<file path="config.mk">
export PLATFORM = sky130hd
export DESIGN_NAME = spi_master_arb_flat
export DESIGN_NICKNAME = d
export VERILOG_FILES = /design/src/rtl/spi_master_arb_if.sv /design/src/rtl/spi_master_arb.sv /design/src/flat_wrapper.sv
export SDC_FILE = /design/constraint.sdc
export NUM_CORES = 1
export LEC_CHECK = 0
export ABC_AREA = 1
export CAP_MARGIN = 20
export CELL_PAD_IN_SITES_DETAIL_PLACEMENT = 1
export CELL_PAD_IN_SITES_GLOBAL_PLACEMENT = 2
export CORE_UTILIZATION = 31
export CTS_CLUSTER_DIAMETER = 100
export DETAILED_ROUTE_END_ITERATION = 10
export GPL_TIMING_DRIVEN = 0
export PLACE_DENSITY = 0.92
export REMOVE_ABC_BUFFERS = 1
export SLEW_MARGIN = 40
export SYNTH_ARGS = -nofsm -noshare
export SYNTH_HDL_FRONTEND = slang
export SYNTH_SLANG_ARGS = --single-unit
</file>
<file path="constraint.sdc">
create_clock -name clk -period 4.3 [get_ports clk]
set_clock_uncertainty 0.15 [all_clocks]
set_input_delay 1.29 -clock clk [delete_from_list [all_inputs] [get_ports clk]]
set_output_delay 1.29 -clock clk [all_outputs]
set_load 0.02 [all_outputs]
</file>
<file path="src/rtl/spi_master_arb_if.sv">
`default_nettype none
// ============================================================================
// Module      : spi_master_arb_if
// Description : Requester-side handshake bundle for spi_master_arb. Carries
//               both request channels, their grants/completions and the
//               shared read-data/busy status.
// Revision    : 1.0 - initial release
// ============================================================================
interface spi_master_arb_if;
  logic       req0;
  logic       req1;
  logic       wr0;
  logic       wr1;
  logic [6:0] addr0;
  logic [6:0] addr1;
  logic [7:0] wdata0;
  logic [7:0] wdata1;
  logic       gnt0;
  logic       gnt1;
  logic       done0;
  logic       done1;
  logic [7:0] rdata;
  logic       busy;

  // Requester view: drives requests, observes grants and results
  modport master (
    output req0, req1, wr0, wr1, addr0, addr1, wdata0, wdata1,
    input  gnt0, gnt1, done0, done1, rdata, busy
  );

  // Arbiter view: observes requests, drives grants and results
  modport slave (
    input  req0, req1, wr0, wr1, addr0, addr1, wdata0, wdata1,
    output gnt0, gnt1, done0, done1, rdata, busy
  );
endinterface
`default_nettype wire

</file>
<file path="src/rtl/spi_master_arb.sv">
`default_nettype none
// ============================================================================
// Module      : spi_master_arb
// Description : Two-port arbiter plus SPI master. Grants one requester at a
//               time, shifts a 17-bit frame (dummy, R/W, addr[6:0],
//               data[7:0]) out on mosi, captures read data from miso and
//               emits 3 trailing sclk pulses with cs_n high so the slave can
//               commit writes.
//               Optional macro SPI_ARB_RR_EN: round-robin arbitration
//               instead of fixed channel-0 priority.
// Revision    : 1.0 - initial release
// ============================================================================
module spi_master_arb #(
  parameter int CLK_DIV = 25000
) (
  input  wire              clk,
  input  wire              rst,
  spi_master_arb_if.slave  bus,
  output logic             sclk,
  output logic             cs_n,
  output logic             mosi,
  input  wire              miso
);

  localparam int         c_DIVW      = $clog2(CLK_DIV);
  localparam [c_DIVW-1:0] c_DIV_LAST = c_DIVW'(CLK_DIV - 1);
  // Half-period indices counted from the R0 half (SETUP is not counted)
  localparam [5:0]       c_HALF_R16  = 6'd32;
  localparam [5:0]       c_HALF_RX   = 6'd18;
  localparam [5:0]       c_HALF_LAST = 6'd39;

  typedef enum logic [2:0] {
    S_IDLE  = 3'd0,
    S_SETUP = 3'd1,
    S_SHIFT = 3'd2,
    S_TAIL  = 3'd3,
    S_DONE  = 3'd4
  } state_t;

  state_t            r_state;
  state_t            w_state_nxt;
  logic [c_DIVW-1:0] r_div;
  logic [5:0]        r_half;
  logic [15:0]       r_sr;      // f1..f16; f0 is always 0 and driven at grant
  logic [7:0]        r_rx;
  logic              r_sel;     // 1 = channel 1 owns the link
  logic              r_is_rd;
  logic              w_tick;
  logic              w_any_req;
  logic              w_pick1;
  logic              w_wr;
  logic [6:0]        w_addr;
  logic [7:0]        w_wdata;
`ifdef SPI_ARB_RR_EN
  logic              r_last;    // channel granted most recently
`endif

  // Next state, arbitration decision and combinational status outputs
  always_comb begin
    w_state_nxt = r_state;
    w_tick      = (r_div == c_DIV_LAST);
    w_any_req   = bus.req0 | bus.req1;
`ifdef SPI_ARB_RR_EN
    w_pick1     = bus.req1 & (~bus.req0 | ~r_last);
`else
    w_pick1     = bus.req1 & ~bus.req0;
`endif
    w_wr        = w_pick1 ? bus.wr1    : bus.wr0;
    w_addr      = w_pick1 ? bus.addr1  : bus.addr0;
    w_wdata     = w_pick1 ? bus.wdata1 : bus.wdata0;
    bus.busy    = (r_state != S_IDLE);
    bus.done0   = (r_state == S_DONE) & ~r_sel;
    bus.done1   = (r_state == S_DONE) &  r_sel;
    case (r_state)
      S_IDLE:  if (w_any_req) w_state_nxt = S_SETUP;
      S_SETUP: if (w_tick) w_state_nxt = S_SHIFT;
      S_SHIFT: if (w_tick && sclk && r_half == c_HALF_R16) w_state_nxt = S_TAIL;
      S_TAIL:  if (w_tick && r_half == c_HALF_LAST) w_state_nxt = S_DONE;
      S_DONE:  w_state_nxt = S_IDLE;
      default: w_state_nxt = S_IDLE;
    endcase
  end

  // State register
  always_ff @(posedge clk) begin
    if (rst) r_state <= S_IDLE;
    else     r_state <= w_state_nxt;
  end

  // Divider, serialiser, capture, grant and read-data registers
  always_ff @(posedge clk) begin
    if (rst) begin
      r_div     <= '0;
      r_half    <= '0;
      r_sr      <= '0;
      r_rx      <= '0;
      r_sel     <= 1'b0;
      r_is_rd   <= 1'b0;
      sclk      <= 1'b0;
      cs_n      <= 1'b1;
      mosi      <= 1'b0;
      bus.gnt0  <= 1'b0;
      bus.gnt1  <= 1'b0;
      bus.rdata <= 8'h00;
`ifdef SPI_ARB_RR_EN
      r_last    <= 1'b1;
`endif
    end else begin
      if (r_state == S_IDLE || r_state == S_DONE || w_tick) r_div <= '0;
      else                                                   r_div <= r_div + 1'b1;

      case (r_state)
        S_IDLE: begin
          if (w_any_req) begin
            r_sel    <= w_pick1;
            r_is_rd  <= ~w_wr;
            r_sr     <= {~w_wr, w_addr, (w_wr ? w_wdata : 8'h00)};
            bus.gnt0 <= ~w_pick1;
            bus.gnt1 <= w_pick1;
            cs_n     <= 1'b0;
            mosi     <= 1'b0;
            r_half   <= '0;
          end
        end
        S_SETUP: begin
          if (w_tick) sclk <= 1'b1;
        end
        S_SHIFT: begin
          if (w_tick) begin
            r_half <= r_half + 6'd1;
            if (sclk) begin
              // Falling edge Fk, k = r_half/2: advance mosi, sample miso
              sclk <= 1'b0;
              if (r_half >= c_HALF_RX) r_rx <= {r_rx[6:0], miso};
              if (r_half == c_HALF_R16) begin
                cs_n <= 1'b1;
                mosi <= 1'b0;
              end else begin
                mosi <= r_sr[15];
                r_sr <= {r_sr[14:0], 1'b0};
              end
            end else begin
              sclk <= 1'b1;
            end
          end
        end
        S_TAIL: begin
          if (w_tick) begin
            r_half <= r_half + 6'd1;
            if (r_half == c_HALF_LAST) begin
              // Load read data on entry to DONE so it is valid with done
              if (r_is_rd) bus.rdata <= r_rx;
            end else begin
              sclk <= ~sclk;
            end
          end
        end
        S_DONE: begin
          bus.gnt0 <= 1'b0;
          bus.gnt1 <= 1'b0;
`ifdef SPI_ARB_RR_EN
          r_last   <= r_sel;
`endif
        end
        default: ;
      endcase
    end
  end

endmodule
`default_nettype wire

</file>
<file path="src/flat_wrapper.sv">
// flat-port wrapper written by rule: the top's interface ports become plain ports
module spi_master_arb_flat 
#(
  parameter int CLK_DIV = 25000
)
  (clk, rst, sclk, cs_n, mosi, miso, bus_req0, bus_req1, bus_wr0, bus_wr1, bus_addr0, bus_addr1, bus_wdata0, bus_wdata1, bus_gnt0, bus_gnt1, bus_done0, bus_done1, bus_rdata, bus_busy);
  spi_master_arb_if bus_i ();
  input  wire clk;
  input  wire rst;
  output logic sclk;
  output logic cs_n;
  output logic mosi;
  input  wire miso;
  input wire logic [$bits(bus_i.req0)-1:0] bus_req0;
  input wire logic [$bits(bus_i.req1)-1:0] bus_req1;
  input wire logic [$bits(bus_i.wr0)-1:0] bus_wr0;
  input wire logic [$bits(bus_i.wr1)-1:0] bus_wr1;
  input wire logic [$bits(bus_i.addr0)-1:0] bus_addr0;
  input wire logic [$bits(bus_i.addr1)-1:0] bus_addr1;
  input wire logic [$bits(bus_i.wdata0)-1:0] bus_wdata0;
  input wire logic [$bits(bus_i.wdata1)-1:0] bus_wdata1;
  output wire logic [$bits(bus_i.gnt0)-1:0] bus_gnt0;
  output wire logic [$bits(bus_i.gnt1)-1:0] bus_gnt1;
  output wire logic [$bits(bus_i.done0)-1:0] bus_done0;
  output wire logic [$bits(bus_i.done1)-1:0] bus_done1;
  output wire logic [$bits(bus_i.rdata)-1:0] bus_rdata;
  output wire logic [$bits(bus_i.busy)-1:0] bus_busy;
  assign bus_i.req0 = bus_req0;
  assign bus_i.req1 = bus_req1;
  assign bus_i.wr0 = bus_wr0;
  assign bus_i.wr1 = bus_wr1;
  assign bus_i.addr0 = bus_addr0;
  assign bus_i.addr1 = bus_addr1;
  assign bus_i.wdata0 = bus_wdata0;
  assign bus_i.wdata1 = bus_wdata1;
  assign bus_gnt0 = bus_i.gnt0;
  assign bus_gnt1 = bus_i.gnt1;
  assign bus_done0 = bus_i.done0;
  assign bus_done1 = bus_i.done1;
  assign bus_rdata = bus_i.rdata;
  assign bus_busy = bus_i.busy;
  spi_master_arb #(.CLK_DIV(CLK_DIV)) u_core (.clk(clk), .rst(rst), .bus(bus_i), .sclk(sclk), .cs_n(cs_n), .mosi(mosi), .miso(miso));
endmodule
</file>
==> results.cfg <==
[status]
outcome = finished clean

[power]
p_sw_uw = 847.2
p_int_mw = 1.296
power_frac_seq_pct = 35.2
p_per_area_nw_per_um2 = 540.6
ir_drop_uv = 189.4
power_frac_clock_pct = 28.0
power_mw = 2.143
switching_share_pct = 39.54
leakagePower_nw = 1.609
combPwrFrac_pct = 36.8

[floorplan]
rows = 36
core_um2 = 9774
pin_count = 53
die_w_um = 102.3
design.die.area_um2 = 10470
fp.dieH_um = 102.3
start_util_pct = 31.93

[layout]
nets = 557
fill_cells = 1284
layout.area.seq_um2 = 1261
antennaDiodeCount = 0
stdcell_area_um2 = 3964
fin_cells = 654
drive_above_1_share_pct = 7.294
synthToLayoutAreaGrowth_pct = 27.02
multi_input_area_um2 = 1592

[route]
vias_per_cell = 4.714
drcViolationCount = 0
dr.pass1.iters = 4
wl_per_cell_um = 12.43
drtIter0Drc = 89
finalWirelength_mm = 8.131
ant_nets = 0
vias = 3083

[timing]
worst_pin_slew_ns = 0.7531
fin_crit_sh_pct = 81.24
hold_slack_ns = 0.3119
finalCriticalPeriod_ns = 3.493
finalSetupViolCount = 0
setup_slack_ns = 0.8069
max_freq_ghz = 0.2863
grt_setup_unrepaired = false
slew_violations = 0
slew_headroom_pct = 49.48
hold_viol_final = 0

[placed_design]
placed_cells = 638
port_buffers = 52
routabilityCongestion = 0.8010
place_ws_ns = 0.3867
place_area_um2 = 3734
dpl.hpwl_mm = 5.994

[worst_setup_path]
crit_arrival_ns = 3.64
r2r_slack_ns = 1.61
crit_fanout = 18
cpMostUsedCell = nand2_1
critPathKind = input port to flop
cp-end-kind = flop
worstRegToRegCells = 11
cp_data_required_time_ns = 4.44
cp_slowest_cell = inv_1
start_kind = input port
max_stage_delay_ns = 0.54
critical_path.cell_chain = clkdlybuf4s50_1 -> inv_1 -> nand2_1 -> inv_1 -> nand2_1 -> nand2_1 -> nand2_1 -> inv_1 -> nand2_1 -> o21ai_0 -> nand2_1 -> a21oi_1

[clock_tree]
numCtsBuffers = 9
cts_root_buf = clkbuf_8
cts_tree = done
h-tree-depth = 3
clock_sinks = 63
clk_latency_ns = 0.36
clk_pin_slew_worst_paths_ns = 0.08
postCtsSetupRepairBufs = 0
holdBufCountCts = 0
cts_resized = 0
clk_path_buf_depth = 2

[worst_hold_path]
hold_class = flop to flop
holdPathStages = 2

[global_route]
grt_pass1_vias = 2954
gr-total-overflow = 0
grt.total_usage_pct = 16.69
grt_pass1_wl_mm = 13.34
grt_max_degree = 29
antenna_found_initial = 0

[synthesis]
synth_seq_cells = 63
syn-cell-area_um2 = 3120
yosysWarnings = 0
synth_seq_area_share_pct = 40.42
syn_inst = 466
syn_avg_cell_area_um2 = 6.696
yosys.cell_types.count = 30

[flow_run]
cap_violations = 0
[through the flow]
step                      util (%)  TNS (ns)
final                        40.55         0
after global routing         40.55         0
after CTS                    40.55         0
after detailed placement     38.20         0
after global placement       38.25    -4.381
after floorplan                  -         0
[synthesized netlist by cell type (all sizes together)]
master	instances	area share, %
or2	3	0.60
and3	2	0.40
dfxtp	63	40
clkinv	2	0.24
ha	4	1.6
o211ai	1	0.24
nor3	9	1.4
o21a	1	0.24
o21ai	39	6.3
inv	51	6.1
nor2	68	9.1
a22oi	3	0.72
xor2	2	0.56
nand4	10	2.2
buf	7	1.5
xnor2	2	0.56
nand2	122	15
a21oi	44	7.8
nand3	27	4.5
clkbuf	6	0.72
[cells in the final DEF (no fill, tap or decap)]
cell type        netlist  layout
nor2_1                61      61
ha_1                   4       4
o211ai_1               1       1
nand3_1               26      26
clkdlybuf4s50_1        0      51
xor2_1                 2       2
nor2_2                 5       5
inv_6                  0       1
bufinv_16              0       2
clkbuf_8               0      10
clkinvlp_4             0       2
nand4_2                1       1
inv_1                 45      45
or2_1                  3       3
a22oi_1                3       3
nor3_1                 9       9
a21oi_4                1       1
buf_2                  4       1
a21oi_2                3       3
a21oi_1               40      40
xnor2_1                2       2
nor2_4                 2       2
nand2_2                2       2
clkinv_4               0       1
nand3_2                1       1
o21a_1                 1       1
clkinv_1               2       2
o21ai_0               39      39
inv_2                  6       6
nand2_1              120     120
and3_1                 2       2
dfxtp_1               63      63
nand4_1                9       9
[critical path, delay by kind of cell]
family,cells,cell delay (ns)
buffers and inverters,4,1.26
AND/OR/NAND/NOR,6,0.87
AO/OA/AOI/OAI,2,0.21
[flip-flops by register name, summed over array words and instances, names as in the netlist]
| name | cells |
|---|---|
| u_core.bus.gnt0 | 1 |
| u_core.bus.gnt1 | 1 |
| u_core.bus.rdata | 8 |
| u_core.cs_n | 1 |
| u_core.mosi | 1 |
| u_core.r_div | 15 |
| u_core.r_half | 6 |
| u_core.r_is_rd | 1 |
| u_core.r_rx | 8 |
| u_core.r_sel | 1 |
| u_core.r_sr | 16 |
| u_core.r_state | 3 |
| u_core.sclk | 1 |
[area by class of cell]
class                           count  area share [%]
Multi-Input combinational cell    337           40.15
Timing Repair Buffer               52           13.01
Clock buffer                       10           3.472
Tap cell                          133           4.198
Clock inverter                      6           2.336
Inverter                           53           5.019
Sequential cell                    63           31.82
[cells by family after synthesis]
group	after synthesis	share of synthesized area (%)
simple gates	241	33.04
compound gates	88	15.24
buf+inv	66	8.580
flops	63	40.42
xor+xnor	4	1.123
fa+ha+maj	4	1.604
[worst paths after layout]
path	startpoint	end
setup / recovery	bus_req0	u_core.r_sr[7]$_SDFFE_PP0P_
hold / removal	u_core.r_rx[7]$_SDFFE_PP0P_	u_core.r_rx[7]$_SDFFE_PP0P_
setup reg to reg	u_core.r_state[2]$_SDFFE_PP0P_	u_core.r_sr[10]$_SDFFE_PP0P_
hold reg to reg	u_core.r_rx[7]$_SDFFE_PP0P_	u_core.r_rx[7]$_SDFFE_PP0P_
[routing by layer]
layer  up-vias  wire (um)  global-route usage (%)  share of wire [%]
met2        44       4003                   28.91                 49
met5         -          0                       0                  0
met4         0        197                   9.011                2.4
met3        14        215                   3.625                2.6
li1       1599          -                       -                  -
met1      1426       3713                   19.15                 46
[power by group through the flow]
| stage | clock (mW) | sequential [mW] | combinational, mW |
|---|---|---|---|
| 2_1_floorplan | 0 | 0.764 | 0.535 |
| 4_1_cts | 0.615 | 0.754 | 0.799 |
| 3_3_place_gp | 0 | 0.764 | 0.765 |
| 3_5_place_dp | 0 | 0.766 | 0.792 |
| 5_1_grt | 0.639 | 0.764 | 0.899 |
| 6_report | 0.600 | 0.754 | 0.789 |
Power figures use the tool's default switching activity.
